===== config.mk =====
export PLATFORM = sky130hd
export DESIGN_NAME = fb_pixel_sink
export DESIGN_NICKNAME = d
export VERILOG_FILES = /design/src/rtl/fb_pixel_sink.sv
export SDC_FILE = /design/constraint.sdc
export NUM_CORES = 1
export LEC_CHECK = 0
export BUFFER_PORTS_ARGS = -buffer_cell sky130_fd_sc_hd__buf_2
export CORE_MARGIN = 10
export CORE_UTILIZATION = 40
export CTS_CLUSTER_DIAMETER = 40
export DETAILED_ROUTE_END_ITERATION = 10
export GPL_ROUTABILITY_DRIVEN = 0
export PLACE_DENSITY_LB_ADDON = 0.12
export SLEW_MARGIN = 20
export SYNTH_ARGS = -nofsm -noshare
export SYNTH_HDL_FRONTEND = slang
export SYNTH_SLANG_ARGS = --single-unit
export TNS_END_PERCENT = 5

===== constraint.sdc =====
create_clock -name clk -period 3.42 [get_ports clk]
set_input_delay 0.171 -clock clk [delete_from_list [all_inputs] [get_ports clk]]
set_output_delay 0.171 -clock clk [all_outputs]
set_load 0.05 [all_outputs]

===== src/rtl/fb_pixel_sink.sv =====
// Plot-interface pixel sink: buffers pixel writes in a first-word-fall-through FIFO.
// It drains them to a valid/ready framebuffer port and can run a full-screen fill engine.
module fb_pixel_sink #(
    parameter int unsigned WIDTH    = 160,
    parameter int unsigned HEIGHT   = 120,
    parameter int unsigned DEPTH    = 16,
    parameter int unsigned ADDR_W   = 15,
    parameter int unsigned COLOUR_W = 6
) (
    input  logic                      clk,
    input  logic                      reset_n,
    input  logic [7:0]                x,
    input  logic [6:0]                y,
    input  logic [COLOUR_W-1:0]       colour,
    input  logic                      write_en,
    input  logic                      fill_req,
    input  logic [COLOUR_W-1:0]       fill_colour,
    output logic [ADDR_W-1:0]         fb_addr,
    output logic [COLOUR_W-1:0]       fb_data,
    output logic                      fb_wren,
    input  logic                      fb_ready,
    output logic                      fill_busy,
    output logic                      fill_done,
    output logic                      overflow,
    output logic                      oob,
    output logic [$clog2(DEPTH):0]    level
);

    localparam int unsigned PTR_W = $clog2(DEPTH);
    localparam int unsigned LVL_W = PTR_W + 1;
    localparam logic [ADDR_W-1:0] FILL_LAST = ADDR_W'(WIDTH * HEIGHT - 1);

    localparam logic [1:0] ST_RUN       = 2'd0;
    localparam logic [1:0] ST_FILL_WAIT = 2'd1;
    localparam logic [1:0] ST_FILL      = 2'd2;

    typedef struct packed {
        logic [ADDR_W-1:0]   addr;
        logic [COLOUR_W-1:0] colour;
    } entry_t;

    entry_t               mem [DEPTH];
    logic [PTR_W-1:0]     wr_ptr_q, rd_ptr_q;
    logic [LVL_W-1:0]     level_q, level_d;
    logic [1:0]           state_q, state_d;
    logic [ADDR_W-1:0]    cnt_q, cnt_d;
    logic [COLOUR_W-1:0]  fill_colour_q, fill_colour_d;
    logic                 fill_done_q, fill_done_d;
    logic                 overflow_q, oob_q;

    logic                 in_range, fifo_valid, full, push, pop, drop;
    entry_t               head, new_entry;

    assign in_range   = (32'(x) < WIDTH) && (32'(y) < HEIGHT);
    assign new_entry  = '{addr: ADDR_W'(32'(y) * WIDTH + 32'(x)), colour: colour};
    assign head       = mem[rd_ptr_q];
    assign fifo_valid = (level_q != '0);
    assign full       = (level_q == LVL_W'(DEPTH));
    // The fill engine owns the port in FILL, so the FIFO head only drains in RUN/FILL_WAIT.
    assign pop        = (state_q != ST_FILL) && fifo_valid && fb_ready;
    assign push       = write_en && in_range && (!full || pop);
    assign drop       = write_en && in_range && full && !pop;

    always_comb begin
        level_d = level_q;
        case ({push, pop})
            2'b10:   level_d = level_q + LVL_W'(1);
            2'b01:   level_d = level_q - LVL_W'(1);
            default: level_d = level_q;
        endcase
    end

    // NOTE: every signal written here gets a default first so no latch is inferred.
    always_comb begin
        state_d       = state_q;
        cnt_d         = cnt_q;
        fill_colour_d = fill_colour_q;
        fill_done_d   = 1'b0;
        case (state_q)
            ST_RUN: begin
                if (fill_req) begin
                    fill_colour_d = fill_colour;
                    state_d       = ST_FILL_WAIT;
                end
            end
            ST_FILL_WAIT: begin
                if (!fifo_valid) begin
                    state_d = ST_FILL;
                    cnt_d   = '0;
                end
            end
            ST_FILL: begin
                if (fb_ready) begin
                    if (cnt_q == FILL_LAST) begin
                        state_d     = ST_RUN;
                        cnt_d       = '0;
                        fill_done_d = 1'b1;
                    end else begin
                        cnt_d = cnt_q + ADDR_W'(1);
                    end
                end
            end
            default: state_d = ST_RUN;
        endcase
    end

    // NOTE: state registers use non-blocking assignments so every flop samples pre-edge values.
    always_ff @(posedge clk) begin
        if (!reset_n) begin
            wr_ptr_q      <= '0;
            rd_ptr_q      <= '0;
            level_q       <= '0;
            state_q       <= ST_RUN;
            cnt_q         <= '0;
            fill_colour_q <= '0;
            fill_done_q   <= 1'b0;
            overflow_q    <= 1'b0;
            oob_q         <= 1'b0;
        end else begin
            if (push) wr_ptr_q <= wr_ptr_q + PTR_W'(1);
            if (pop)  rd_ptr_q <= rd_ptr_q + PTR_W'(1);
            level_q       <= level_d;
            state_q       <= state_d;
            cnt_q         <= cnt_d;
            fill_colour_q <= fill_colour_d;
            fill_done_q   <= fill_done_d;
            overflow_q    <= overflow_q | drop;
            oob_q         <= write_en && !in_range;
        end
    end

    // NOTE: the storage array has no reset; entries are only visible below level_q.
    always_ff @(posedge clk) begin
        if (push) mem[wr_ptr_q] <= new_entry;
    end

    always_comb begin
        fb_wren = 1'b0;
        fb_addr = '0;
        fb_data = '0;
        if (state_q == ST_FILL) begin
            fb_wren = 1'b1;
            fb_addr = cnt_q;
            fb_data = fill_colour_q;
        end else if (fifo_valid) begin
            fb_wren = 1'b1;
            fb_addr = head.addr;
            fb_data = head.colour;
        end
    end

    assign fill_busy = (state_q != ST_RUN);
    assign fill_done = fill_done_q;
    assign overflow  = overflow_q;
    assign oob       = oob_q;
    assign level     = level_q;

endmodule


==> reports/qor.csv, run 1 <==
metric,value,unit
Setup crit end,fb_data[4],
Sink Count,379,
Worst R2R Setup Slack,420,ps
Max-Cap Viols,0,
die area,46800,sq um
Port Buffers,62,
cell count after synthesis,872,
pre-CTS setup slack,448,ps
Mean Syn Cell Area,17.7,sq um
Critical Path RT,3250,ps
Fin. Hold Viols,0,
H-tree Lvls,2,
"commonest non-fill, non-tap cells in the layout","edfxtp_1 (336), mux4_2 (84), buf_2 (62)",
Syn. warnings,0,
outcome,completed,
Die Span X,216,um
first-pass GRT wire length,56.4,mm
drt first pass iters,5,
die height,216,um
Initial Util,40.8,%
worst-path fanout max,29,
clock-pin slew on the worst setup and hold paths,50,ps
setup ws final,162,ps
WP data arrival,3090,ps
GRT Util Overall,15.8,%
Clk Tree Root Cell,clkbuf_16,
syn_nets,929,
largest net degree at the start of global routing,35,
prevailing post-synth register cell,edfxtp_1,
"non-filler cells, final",1557,
# diodes,0,
endpoints failing setup,0,
Net Sw Frac,30.7,%
"antenna viol nets, final",0,
Placed Cells,1445,
reg2reg start,level[0],
Clock Skews,14.6,ps
internal power,10.0,mW
critical path type,reg -> out,
relative slew slack,27.1,%
routed wire length,37.1,mm
number of global-route vias before repair,8881,
initial antenna violation count,0,
CP Launch Type,register,
Cell Pwr Density,773,nW/um^2
layout cells sized above 1,29.1,%
Post-Syn Area,15400,sq um
leak pwr,6.28,nW
number of synthesized register bits,379,
clock latency on the worst-skew pair,560,ps
Reg2Reg Depth,10,
Core ar.,37800,sq um
num ports,63,
Logic pwr share,23.6,%
Hold Path Class,in -> reg,
clock tree buffer depth,3,
Yosys cell types,65,
number of enable flip-flop cells after synthesis,336,
Layout area overhead,21.0,%
Final TNS setup,0,ps
period utilisation layout,95.3,%
fmax,307,MHz
crit path time final,3260,ps
Num CTS Buffers,51,
Net Sw Power,4.43,mW
"commonest non-fill, non-tap cell in the layout",edfxtp_1,
fraction of registers with async set/reset,0,%
fin nets,1065,
reg2reg end,level[4],
post-synthesis sequential area ratio,71.0,%
Max VDD drop,453,uV
Reg power frac,37.4,%
1st-iter DRT viols,714,
total grt overflow,0,
unrepaired setup endpoints after global routing,no,
DP Wirelength,22.1,mm
wire per inst,23.8,um
Setup Buffers After CTS,0,
# rows,71,
clock share of power,39.1,%
CTS tree,done,
CP endpoint kind,primary output,
Avg Vias per Cell,5.48,
Slew @ Worst Pin,1090,ps
drt drc,0,
max-slew violations,0,
vias,8534,
[critical path: stages, from the launching register on]
cell and delay, ps:
dfxtp_4 580, buf_12 290, mux4_2 540, a22o_1 260, a221oi_1 460, o21ai_1 100, buf_2 240
[cells by family after synthesis]
logic type      after synthesis  share of synthesized area [%]
flops                       379                           71.0
xor+xnor                     17                          0.965
buf+inv                      61                           1.69
mux                          91                           12.7
compound gates              129                           5.95
fa+ha+maj                    25                           2.17
simple gates                170                           5.51
[stage by stage]
step,instance area (sq um),power (mW),util [%],hold WS (ps)
2_1_floorplan,15400,7.87,-,270
3_3_place_gp,16600,8.90,44.0,404
3_5_place_dp,16600,8.91,44.0,419
4_1_cts,18700,14.6,49.3,83.6
5_1_grt,18700,15.0,49.3,132
6_report,18700,14.4,49.3,100
[state kept, by name (all words and copies together) (netlist names), named ones only]
signal,cells
fill_colour_q,6
oob,1
cnt_q,15
fill_done,1
overflow,1
mem,336
wr_ptr_q,4
level,5
state_q,2
rd_ptr_q,4
[power by group through the flow]
| stage | Combinational, mW | Clock [mW] | Sequential (mW) |
|---|---|---|---|
| finish | 3.40 | 5.64 | 5.40 |
| floorplan | 2.34 | 0 | 5.53 |
| CTS | 3.44 | 5.75 | 5.40 |
| global placement | 3.42 | 0 | 5.48 |
| detailed placement | 3.42 | 0 | 5.49 |
| global route | 3.63 | 5.95 | 5.41 |
[worst min path at each step]
stage	from	end	cells after the start
4_1_cts	fb_ready	state_q[1]	4
3_5_place_dp	fill_colour[5]	fill_colour_q[5]	3
5_1_grt	fb_ready	state_q[1]	4
6_report	fb_ready	state_q[1]	4
2_1_floorplan	colour[0]	mem[0][0]	0
3_3_place_gp	fill_colour[1]	fill_colour_q[1]	3
[layout make-up]
| cell class | instances | area (sq um) |
|---|---|---|
| fillers | 3181 | 19200 |
| repair buffers | 129 | 920 |
| flip-flops and latches | 379 | 11000 |
| well taps | 511 | 639 |
| clock inverters | 36 | 509 |
| multi-input cells | 432 | 4270 |
| inverters | 15 | 56.3 |
| clock buffers | 55 | 1310 |
[synth_stat cells, types with 6 or more instances]
master | count | area, sq um
dfxtp_1 | 43 | 861
buf_2 | 9 | 45.0
clkbuf_1 | 27 | 101
o21ai_0 | 12 | 60.1
nor3_1 | 7 | 35.0
a22o_1 | 21 | 184
o21ai_1 | 19 | 95.1
nor2b_1 | 6 | 37.5
edfxtp_1 | 336 | 10100
o211ai_1 | 7 | 52.6
nand3_1 | 26 | 130
xor2_1 | 9 | 78.8
mux4_2 | 84 | 1890
nor2_1 | 44 | 165
mux2i_1 | 6 | 60.1
or4_1 | 6 | 45.0
a221oi_1 | 21 | 184
a21oi_1 | 19 | 95.1
xnor2_1 | 8 | 70.1
inv_1 | 15 | 56.3
nand2_1 | 43 | 161
ha_1 | 22 | 275
and3_1 | 8 | 50.1
[routing by layer]
metal | vias to the layer above | routed length [um] | share of wire [%] | GRT usage (%)
met3 | 64 | 1810 | 4.9 | 2.51
met5 | - | 0 | 0 | 0
met4 | 0 | 769 | 2.1 | 4.85
met1 | 4419 | 16500 | 44 | 21.3
met2 | 230 | 18000 | 49 | 25.9
li1 | 3821 | - | - | -
[what timing repair did]
item	CTS	global route
hold buffers	21	0
endpoints found under the setup margin	0	1
hold endpoints to repair	185	0
gates resized for setup	0	1
Note: power is estimated with default switching activity, not from simulation.
==> run 2, diff against run 1 <==
--- a/config.mk
+++ b/config.mk
@@ -6,6 +6,7 @@
 export NUM_CORES = 1
 export LEC_CHECK = 0
 export BUFFER_PORTS_ARGS = -buffer_cell sky130_fd_sc_hd__buf_2
+export CORE_ASPECT_RATIO = 1.5
 export CORE_MARGIN = 10
 export CORE_UTILIZATION = 40
 export CTS_CLUSTER_DIAMETER = 40
==> run 2 against run 1 <==
Critical path type unchanged. Clock power is 23% lower. Flip-flop and latch count stayed put. Wire length is 1.0% higher. Largest cell class unchanged.
==> reports/qor.csv, run 2 (synthesis results as in run 1) <==
metric,value,unit
drt first pass iters,6,
number of global-route vias before repair,8779,
# rows,88,
DP Wirelength,22.6,mm
num ports,63,
Max VDD drop,555,uV
initial antenna violation count,0,
routed wire length,37.5,mm
CP endpoint kind,primary output,
drt drc,0,
period utilisation layout,95.3,%
Clk Tree Root Cell,clkbuf_16,
fmax,307,MHz
clock-pin slew on the worst setup and hold paths,70,ps
critical path type,reg -> out,
leak pwr,6.03,nW
Fin. Hold Viols,0,
"commonest non-fill, non-tap cells in the layout","edfxtp_1 (336), mux4_2 (84), buf_2 (62)",
Initial Util,40.3,%
# diodes,0,
CTS tree,done,
vias,8329,
GRT Util Overall,15.8,%
die area,47000,sq um
first-pass GRT wire length,56.3,mm
1st-iter DRT viols,547,
H-tree Lvls,2,
Clock Skews,15.0,ps
"antenna viol nets, final",0,
Hold Path Class,in -> reg,
Die Span X,180,um
Num CTS Buffers,40,
clock tree buffer depth,3,
Critical Path RT,3250,ps
Max-Cap Viols,0,
Reg power frac,41.2,%
Sink Count,379,
die height,261,um
layout cells sized above 1,28.5,%
Resized Gates After CTS,0,
Slew @ Worst Pin,794,ps
largest net degree at the start of global routing,46,
max-slew violations,0,
Net Sw Frac,32.9,%
internal power,8.77,mW
Core ar.,38300,sq um
"non-filler cells, final",1517,
outcome,completed,
"commonest non-fill, non-tap cell in the layout",edfxtp_1,
wire per inst,24.7,um
unrepaired setup endpoints after global routing,no,
relative slew slack,46.9,%
CP Launch Type,register,
Port Buffers,62,
Layout area overhead,17.6,%
Logic pwr share,25.7,%
Final TNS setup,0,ps
Avg Vias per Cell,5.49,
Cell Pwr Density,721,nW/um^2
Regs by FF count,"mem (336), cnt_q (15), fill_colour_q (6)",
worst-path fanout max,15,
total grt overflow,0,
largest reg by FF count,mem,
Placed Cells,1426,
clock latency on the worst-skew pair,550,ps
WP data arrival,3090,ps
endpoints failing setup,0,
fin nets,1048,
max reg flops,336,
crit path time final,3260,ps
clock share of power,33.0,%
Net Sw Power,4.30,mW
Setup Buffers After CTS,0,
==> run 2: cell types whose count changed in the layout (fill, tap and decap cells not counted), sizes merged <==
cell,before,now
bufinv,12,2
clkbuf,55,47
buf,108,105
clkinv,18,15
dlygate4sd3,21,18
inv,17,20
==> run 2: path summary, 6_finish.rpt <==
| check | start | endpoint | slack (ps) | cells past startpoint |
|---|---|---|---|---|
| worst max register to register | level[0] | level[4] | 460 | 11 |
| worst min register to register | overflow | overflow | 460 | 2 |
| worst max-delay path | register | fb_addr[12] | 160 | 6 |
| worst min-delay path | colour[3] | mem[4][3] | 20 | 1 |
==> run 2: area by class of cell <==
type                            count  area, sq um
Fill cell                        3239        20200
Tap cell                          495          619
Inverter                           15         56.3
Timing Repair Buffer              123          876
Clock inverter                     26          245
Multi-Input combinational cell    432         4310
Sequential cell                   379        11000
Clock buffer                       47         1070
==> run 2: power groups by stage <==
stage                     registers, mW  clock network (mW)  logic, mW
final                              5.39                4.32       3.37
after global routing               5.41                4.57       3.64
after CTS                          5.40                4.42       3.43
after detailed placement           5.49                   0       3.41
after global placement             5.49                   0       3.39
after floorplan                    5.53                   0       2.34
==> run 2: stage by stage <==
stage / utilization, % / total power, mW / area [sq um] / setup slack (ps) / hold WS (ps)
after floorplan: - / 7.87 / 15400 / 5.68 / 270
final: 47.3 / 13.1 / 18100 / 162 / 15.0
after CTS: 47.3 / 13.2 / 18100 / 107 / 0.919
after global routing: 47.3 / 13.6 / 18100 / 27.6 / 6.19
after detailed placement: 43.4 / 8.90 / 16600 / 181 / 418
after global placement: 43.3 / 8.88 / 16600 / 324 / 409
==> run 2: routing by layer <==
layer | part of all wire, % | global-route usage (%)
met1 | 41 | 19.0
met5 | 0 | 0
met2 | 54 | 28.9
met3 | 4.0 | 2.30
met4 | 1.7 | 4.66
==> run 2: critical path, stage by stage (launching register included) <==
cell and delay [ps]:
dfxtp_4 570, buf_4 330, mux4_2 530, a22o_1 250, a221oi_1 480, o21ai_1 110
buf_2 240
==> run 2: repair_timing <==
| action | in CTS | in global routing |
|---|---|---|
| endpoints found under the hold margin | 152 | 0 |
| setup endpoints to repair | 0 | 0 |
| hold buffers | 18 | 0 |
